File: config.mk
export PLATFORM = sky130hd
export DESIGN_NAME = chiplet_tx_packetizer
export DESIGN_NICKNAME = d
export VERILOG_FILES = /design/src/rtl/chiplet_tx_packetizer.sv
export SDC_FILE = /design/constraint.sdc
export NUM_CORES = 2
export LEC_CHECK = 0
export BUFFER_PORTS_ARGS = -buffer_cell sky130_fd_sc_hd__buf_2
export CORE_AREA = 4 4 440 442
export DETAILED_ROUTE_END_ITERATION = 10
export DIE_AREA = 0 0 444 446
export REMOVE_ABC_BUFFERS = 1
export SLEW_MARGIN = 15
export SYNTH_ARGS = -nofsm -noshare
export SYNTH_HDL_FRONTEND = slang
export SYNTH_SLANG_ARGS = --single-unit
File: constraint.sdc
create_clock -name clk -period 39.2 [get_ports clk]
set_clock_uncertainty 0.2 [all_clocks]
set_input_delay 1.96 -clock clk [delete_from_list [all_inputs] [get_ports clk]]
set_output_delay 1.96 -clock clk [all_outputs]
set_load 0.01 [all_outputs]
File: src/rtl/chiplet_tx_packetizer.sv
`default_nettype none
// ============================================================================
// Module   : chiplet_tx_packetizer
// Function : Serialises decoded chiplet packets into FLIT_WIDTH-bit flits
//            (WPF 32-bit words per flit) with valid/ready backpressure.
// Revision : 1.0
// ============================================================================
module chiplet_tx_packetizer #(
    parameter int FLIT_WIDTH    = 40,
    parameter int MAX_DATA_BITS = 1024,
    parameter int CNT_WIDTH     = 16
) (
    input  logic                      clk,
    input  logic                      rst,
    input  logic [MAX_DATA_BITS+51:0] i_packetstream,
    input  logic                      i_packetstream_valid,
    output logic                      o_fsm_ready,
    output logic [FLIT_WIDTH-1:0]     o_flit,
    output logic                      o_flit_valid,
    input  logic                      i_flit_ready,
    output logic                      o_busy,
    output logic                      o_err,
    output logic [CNT_WIDTH-1:0]      o_pkt_count
);
    localparam int c_WPF   = FLIT_WIDTH / 32;
    localparam int c_LANES = c_WPF * 32;

    localparam logic [1:0] c_IDLE = 2'd0;
    localparam logic [1:0] c_HDR  = 2'd1;
    localparam logic [1:0] c_ADDR = 2'd2;
    localparam logic [1:0] c_DATA = 2'd3;

    localparam logic [2:0] c_CMD_RDREQ = 3'b000;
    localparam logic [2:0] c_CMD_RDRSP = 3'b010;

    logic                     w_mode;
    logic                     w_valid;
    logic [2:0]               w_cmd;
    logic [2:0]               w_len;
    logic [31:0]              w_addr;
    logic [MAX_DATA_BITS-1:0] w_data;
    logic [5:0]               w_f0;
    logic [5:0]               w_f1;
    logic [7:0]               w_hdr;
    logic [6:0]               w_nwords;
    logic [6:0]               w_nflits;
    logic [MAX_DATA_BITS-1:0] w_mask;
    logic                     w_illegal;
    logic                     w_hs;
    logic                     w_go_addr;
    logic                     w_go_data;
    logic                     w_done;
    logic [FLIT_WIDTH-1:0]    w_hdr_flit;
    logic [FLIT_WIDTH-1:0]    w_addr_flit;
    logic [FLIT_WIDTH-1:0]    w_data_flit;

    logic [1:0]               r_state_q,     r_state_d;
    logic                     r_ready_q,     r_ready_d;
    logic [FLIT_WIDTH-1:0]    r_flit_q,      r_flit_d;
    logic                     r_fv_q,        r_fv_d;
    logic                     r_busy_q,      r_busy_d;
    logic                     r_err_q,       r_err_d;
    logic [CNT_WIDTH-1:0]     r_cnt_q,       r_cnt_d;
    logic [31:0]              r_addr_q,      r_addr_d;
    logic [MAX_DATA_BITS-1:0] r_data_q,      r_data_d;
    logic [6:0]               r_dcnt_q,      r_dcnt_d;
    logic                     r_addr_flit_q, r_addr_flit_d;
    logic                     r_has_data_q,  r_has_data_d;

    assign w_mode   = i_packetstream[0];
    assign w_valid  = i_packetstream[1];
    assign w_cmd    = i_packetstream[4:2];
    assign w_len    = i_packetstream[7:5];
    assign w_addr   = i_packetstream[39:8];
    assign w_data   = i_packetstream[MAX_DATA_BITS+39:40];
    assign w_f0     = i_packetstream[MAX_DATA_BITS+45:MAX_DATA_BITS+40];
    assign w_f1     = i_packetstream[MAX_DATA_BITS+51:MAX_DATA_BITS+46];
    assign w_hdr    = {w_len, w_cmd, w_valid, w_mode};
    assign w_nwords = 7'd1 << w_len;
    assign w_nflits = 7'((32'(w_nwords) + c_WPF - 1) / c_WPF);
    // Words beyond the packet length are cleared so shifted-in lanes read as zero.
    assign w_mask   = ~({MAX_DATA_BITS{1'b1}} << {w_nwords, 5'd0});
    assign w_illegal = (w_cmd > 3'b010) || (w_len > 3'b101) ||
                       (32'({w_nwords, 5'd0}) > 32'(MAX_DATA_BITS));
    assign w_hs     = r_fv_q & i_flit_ready;

    always_comb begin
        w_hdr_flit = '0;
        if (w_mode) begin
            w_hdr_flit[19:0] = {w_f1, w_f0, w_hdr};
        end else begin
            w_hdr_flit[39:0] = {(w_cmd == c_CMD_RDRSP) ? 32'h0 : w_addr, w_hdr};
        end
        w_addr_flit        = '0;
        w_addr_flit[31:0]  = r_addr_q;
        w_data_flit        = '0;
        w_data_flit[c_LANES-1:0] = r_data_q[c_LANES-1:0];
    end

    always_comb begin
        r_state_d     = r_state_q;
        r_ready_d     = r_ready_q;
        r_flit_d      = r_flit_q;
        r_fv_d        = r_fv_q;
        r_busy_d      = r_busy_q;
        r_err_d       = 1'b0;
        r_cnt_d       = r_cnt_q;
        r_addr_d      = r_addr_q;
        r_data_d      = r_data_q;
        r_dcnt_d      = r_dcnt_q;
        r_addr_flit_d = r_addr_flit_q;
        r_has_data_d  = r_has_data_q;
        w_go_addr     = 1'b0;
        w_go_data     = 1'b0;
        w_done        = 1'b0;

        case (r_state_q)
            c_IDLE: begin
                r_ready_d = 1'b1;
                if (i_packetstream_valid && r_ready_q && w_valid) begin
                    if (w_illegal) begin
                        r_err_d = 1'b1;
                    end else begin
                        r_state_d     = c_HDR;
                        r_ready_d     = 1'b0;
                        r_flit_d      = w_hdr_flit;
                        r_fv_d        = 1'b1;
                        r_busy_d      = 1'b1;
                        r_addr_d      = w_addr;
                        r_data_d      = w_data & w_mask;
                        r_dcnt_d      = w_nflits;
                        r_addr_flit_d = w_mode && (w_cmd != c_CMD_RDRSP);
                        r_has_data_d  = (w_cmd != c_CMD_RDREQ);
                    end
                end
            end
            c_HDR: begin
                if (w_hs) begin
                    w_go_addr = r_addr_flit_q;
                    w_go_data = !r_addr_flit_q && r_has_data_q;
                    w_done    = !r_addr_flit_q && !r_has_data_q;
                end
            end
            c_ADDR: begin
                if (w_hs) begin
                    w_go_data = r_has_data_q;
                    w_done    = !r_has_data_q;
                end
            end
            default: begin
                if (w_hs) begin
                    w_go_data = (r_dcnt_q != 7'd0);
                    w_done    = (r_dcnt_q == 7'd0);
                end
            end
        endcase

        if (w_go_addr) begin
            r_state_d = c_ADDR;
            r_flit_d  = w_addr_flit;
        end
        if (w_go_data) begin
            r_state_d = c_DATA;
            r_flit_d  = w_data_flit;
            r_data_d  = r_data_q >> c_LANES;
            r_dcnt_d  = r_dcnt_q - 7'd1;
        end
        if (w_done) begin
            r_state_d = c_IDLE;
            r_flit_d  = '0;
            r_fv_d    = 1'b0;
            r_busy_d  = 1'b0;
            r_ready_d = 1'b1;
            r_cnt_d   = r_cnt_q + CNT_WIDTH'(1);
        end
    end

    always_ff @(posedge clk or posedge rst) begin
        if (rst) begin
            r_state_q     <= c_IDLE;
            r_ready_q     <= 1'b0;
            r_flit_q      <= '0;
            r_fv_q        <= 1'b0;
            r_busy_q      <= 1'b0;
            r_err_q       <= 1'b0;
            r_cnt_q       <= '0;
            r_addr_q      <= '0;
            r_data_q      <= '0;
            r_dcnt_q      <= '0;
            r_addr_flit_q <= 1'b0;
            r_has_data_q  <= 1'b0;
        end else begin
            r_state_q     <= r_state_d;
            r_ready_q     <= r_ready_d;
            r_flit_q      <= r_flit_d;
            r_fv_q        <= r_fv_d;
            r_busy_q      <= r_busy_d;
            r_err_q       <= r_err_d;
            r_cnt_q       <= r_cnt_d;
            r_addr_q      <= r_addr_d;
            r_data_q      <= r_data_d;
            r_dcnt_q      <= r_dcnt_d;
            r_addr_flit_q <= r_addr_flit_d;
            r_has_data_q  <= r_has_data_d;
        end
    end

    assign o_fsm_ready  = r_ready_q;
    assign o_flit       = r_flit_q;
    assign o_flit_valid = r_fv_q;
    assign o_busy       = r_busy_q;
    assign o_err        = r_err_q;
    assign o_pkt_count  = r_cnt_q;

endmodule
`default_nettype wire

==> Implementation_results.wiki <==
{| class="wikitable"
! Metric !! Value
|-
| Run status || completed
|-
| Setup TNS || 0 ns
|-
| Post-detailed-route wirelength per cell || 21.2 um
|-
| IR drop worst, VDD || 0.0450 mV
|-
| Min-Delay Path Depth || 1
|-
| Final Max Slew Viols || 0
|-
| Fill cell total of the finished layout || ~20000
|-
| Sum of overflow across all layers after global routing || 0
|-
| Global router's overall resource usage || 19.6%
|-
| Total CTS buffers || 135
|-
| Floorplan die height || 446 um
|-
| Worst min-delay path class || reg -> reg
|-
| Post-DR vias/cell || 5.20
|-
| Data arrival time of the critical path || approximately 9.1 ns
|-
| CP delay by family, top || buffers and inverters
|-
| Sequential fraction of the synthesis area || 53.9%
|-
| Nets || 7964
|-
| Num ports || 1140
|-
| Clock sink count || around 1100
|-
| Ratio of final minimum period to clock period || roughly 22%
|-
| Hold violation total from the final report || 0
|-
| Buf/Inv on CP || 7
|-
| CTS clock-pin slew for the worst setup and hold paths || 0.06 ns
|-
| Max-slew headroom at the worst pin || 20.1%
|-
| Synthesis-stage register bit count || ~1100
|-
| Clk Tree Root Cell || clkbuf_16
|-
| Setup violators final || 0
|-
| Final standard cell utilization of the core || 33.7%
|-
| Count of hold buffers inserted by post-cts repair || 0
|-
| Gate Count Post-Synth || 6124
|-
| TritonCTS clock tree || built
|-
| Worst path most repeated cell || buf_4
|-
| Relative contribution of the clock network to total power || 31.7%
|-
| Final min period || 8.55 ns
|-
| Count of distinct cell types in the synthesized netlist || 50
|-
| Netlist area before placement || 0.0523 sq mm
|-
| Sequential cell area in the final layout || 0.0282 sq mm
|-
| CTS Buffer Depth || 3
|-
| Worst reg-to-reg path cell count || 12
|-
| Sw Share || 34.8%
|-
| Average size of a mapped cell || 8.53 sq um
|-
| Number of cells in the finished layout apart from fillers || ~9600
|-
| Slowest stage cell, crit path || buf_4
|-
| Share of async-settable or async-resettable flops after synthesis || 100%
|-
| Initial antenna violation count || 159
|-
| Rows || 160
|-
| Area taken by multi-input logic gates || about 0.021 sq mm
|-
| Count of flip-flops with a built-in enable after synthesis || 0
|-
| Die Span X || between 400 and 500 um
|-
| Port Buffers || 1139
|-
| Depth of the CTS H-tree || 4
|-
| Core area || 0.190 sq mm
|-
| Number of max-capacitance violations reported || 0
|-
| Area of the die || 0.198 sq mm
|-
| Worst path max stage delay || a little over 1 ns
|-
| Worst-path cell chain || buf_2, a221oi_2, nand2_4, buf_4, buf_4, buf_4, buf_4, buf_4, buf_4, nand2_1, a31oi_1
|-
| HPWL after detailed placement || 142000 um
|-
| Share of power burned in combinational logic || between 20% and 30%
|-
| Initial standard-cell utilization of the core || around 28%
|-
| Detailed router's first-iteration violation count || about 5500
|-
| Worst Path Required || 39.69 ns
|-
| Post-synthesis to final-layout area growth || 22.2%
|-
| Worst setup path category || in -> reg
|-
| Kind of start point of the critical path || input pin
|-
| Crit Path Max Fanout || 104
|-
| Wire length reported by the detailed router || 204000 um
|-
| Minimum hold slack || 0.267 ns
|-
| Buffer count from post-CTS setup fixing || 0
|-
| Area of placed instances || 0.0591 sq mm
|-
| WP depth || 11
|-
| Crit path capture type || flop
|-
| Remaining design rule violation count || 0
|-
| NetSw || between 1 and 1.5 mW
|-
| Leading cell type in the layout, fill and taps excluded || nand2_1
|-
| Setup repair after global routing missed its margin || false
|-
| Fraction of power consumed by sequential logic || 42.9%
|-
| Number of nets with antenna violations after detailed routing || 0
|-
| Count of yosys warnings during synthesis || 0
|-
| Length of the first detailed-routing pass in iterations || 9
|-
| Peak Freq || 117 MHz
|-
| Power per Cell Area || 63.4 mW/mm^2
|-
| RePlAce Congestion || 0.926
|-
| Commonest non-fill, non-tap cells in the layout || nand2_1 (1171), buf_2 (1139), dfrtp_1 (1126), nand3_1 (999), nor2_1 (997)
|-
| Vias || 50000
|-
| Fraction of layout cells with a size suffix above 1 || 20.7%
|-
| Slew at the pin closest to its max-slew limit || 1.20 ns
|-
| Inst Count DP || 9253
|-
| Final design area excluding fillers || 0.0639 sq mm
|-
| Internal Dissipation || approximately 2.6 mW
|-
| Maximum number of pins on one net before global-route repair || roughly 210
|-
| Resized cells post-CTS || 0
|-
| Cell leakage power || 29.0 nW
|-
| Wire length of the first global-routing pass || 300000 um
|-
| Vias in the first global route || 47200
|-
| Clock latency of the later-clocked register in the worst-skew pair || between 0.7 and 0.8 ns
|-
| Most used DFF post-synth || dfrtp_1
|}
## kinds of logic after synthesis
logic type	count (synthesis)	share of synthesized area [%]
AOI/OAI and AO/OA	1115	13.8
xor gates and xnor gates	16	0.268
adders and majority gates	5	0.120
buffers and inverters	601	5.24
DFF	1126	53.9
muxes	36	0.697
and+or+nand+nor	3225	25.9
## stage by stage
step | worst slack, ns | power, mW
6_report | 30.65 | 4.05
5_1_grt | 30.25 | 4.30
4_1_cts | 30.86 | 4.08
3_5_place_dp | 30.00 | 2.78
3_3_place_gp | 30.13 | 2.74
2_1_floorplan | 3.17 | 3.01
## final timing paths
kind	start	slack [ns]	end
max	i_packetstream[6]	30.65	r_data_q[730]$_DFFE_PP0P_
min	o_pkt_count[15]$_DFFE_PP0N_	0.27	o_pkt_count[15]$_DFFE_PP0N_
max reg2reg	r_state_q[0]$_DFFE_PP0P_	31.32	r_data_q[730]$_DFFE_PP0P_
min reg2reg	o_pkt_count[15]$_DFFE_PP0N_	0.27	o_pkt_count[15]$_DFFE_PP0N_
max in group asynchronous	rst	33.53	r_data_q[60]$_DFFE_PP0P_
min in group asynchronous	rst	1.12	r_data_q[514]$_DFFE_PP0P_
## state kept, by name (all words and copies together), names as in the netlist
register / flops
o_err: 1
r_state_q: 2
r_dcnt_q: 7
o_busy: 1
r_addr_q: 32
r_has_data_q: 1
o_flit: 40
r_data_q: 1024
o_fsm_ready: 1
o_pkt_count: 16
r_addr_flit_q: 1
## power groups by stage
stage	registers [mW]	clock network, mW	logic (mW)
finish	1.74	1.28	1.03
CTS	1.73	1.31	1.04
floorplan	1.75	0	1.27
detailed placement	1.75	0	1.03
global route	1.77	1.36	1.17
global placement	1.74	0	1.00
## synthesized netlist by cell type (all sizes together) (2+ instances only)
cell type | count | area, sq um
a211oi | 2 | 27.5
a31oi | 993 | 6210
ha | 5 | 62.6
dfrtp | 1126 | 28200
clkbuf | 291 | 1090
and2 | 3 | 18.8
mux2 | 3 | 33.8
inv | 7 | 26.3
o22a | 12 | 105
o21ai | 18 | 90.1
xor2 | 3 | 26.3
a22o | 40 | 350
and4 | 5 | 43.8
a311oi | 2 | 17.5
nand3b | 4 | 30.0
mux2i | 33 | 330
a21oi | 5 | 25.0
and3 | 5 | 36.3
a211o | 2 | 17.5
nor2 | 1000 | 3750
buf | 303 | 1620
nand4 | 7 | 43.8
nor4 | 3 | 31.3
xnor2 | 13 | 114
nand3 | 1000 | 5000
nand2 | 1172 | 4400
nor3b | 14 | 105
nor4b | 2 | 17.5
nor2b | 3 | 18.8
o2bb2ai | 32 | 280
nor3 | 4 | 20.0
## worst register-to-register path, cell delays in order, from the launching register on
cell     delay (ns)
dfrtp_1        0.36
inv_1          0.07
ha_1           0.25
and4_1         0.29
nand2_4        0.62
buf_4          0.69
buf_4          0.85
buf_4          0.97
buf_4          1.01
buf_4          0.96
buf_4          1.09
nand2_1        0.21
a31oi_1        0.22
## layer usage
| metal | track usage [%] | vias up | wire length, um |
|---|---|---|---|
| li1 | - | 23000 | - |
| met1 | 25.1 | 24700 | 83100 |
| met2 | 31.3 | 1809 | 98900 |
| met3 | 4.14 | 411 | 13200 |
| met4 | 9.89 | 46 | 8450 |
| met5 | 0 | - | 293 |
## area by class of cell
class	instances	share of cell area [%]
flip-flops and latches	1126	44.1
multi-input cells	4397	33.5
repair buffers	1212	9.92
clock buffers	195	6.25
well taps	2511	4.92
clock inverters	41	0.746
diodes	120	0.470
inverters	7	0.0529
Power figures use the tool's default switching activity.
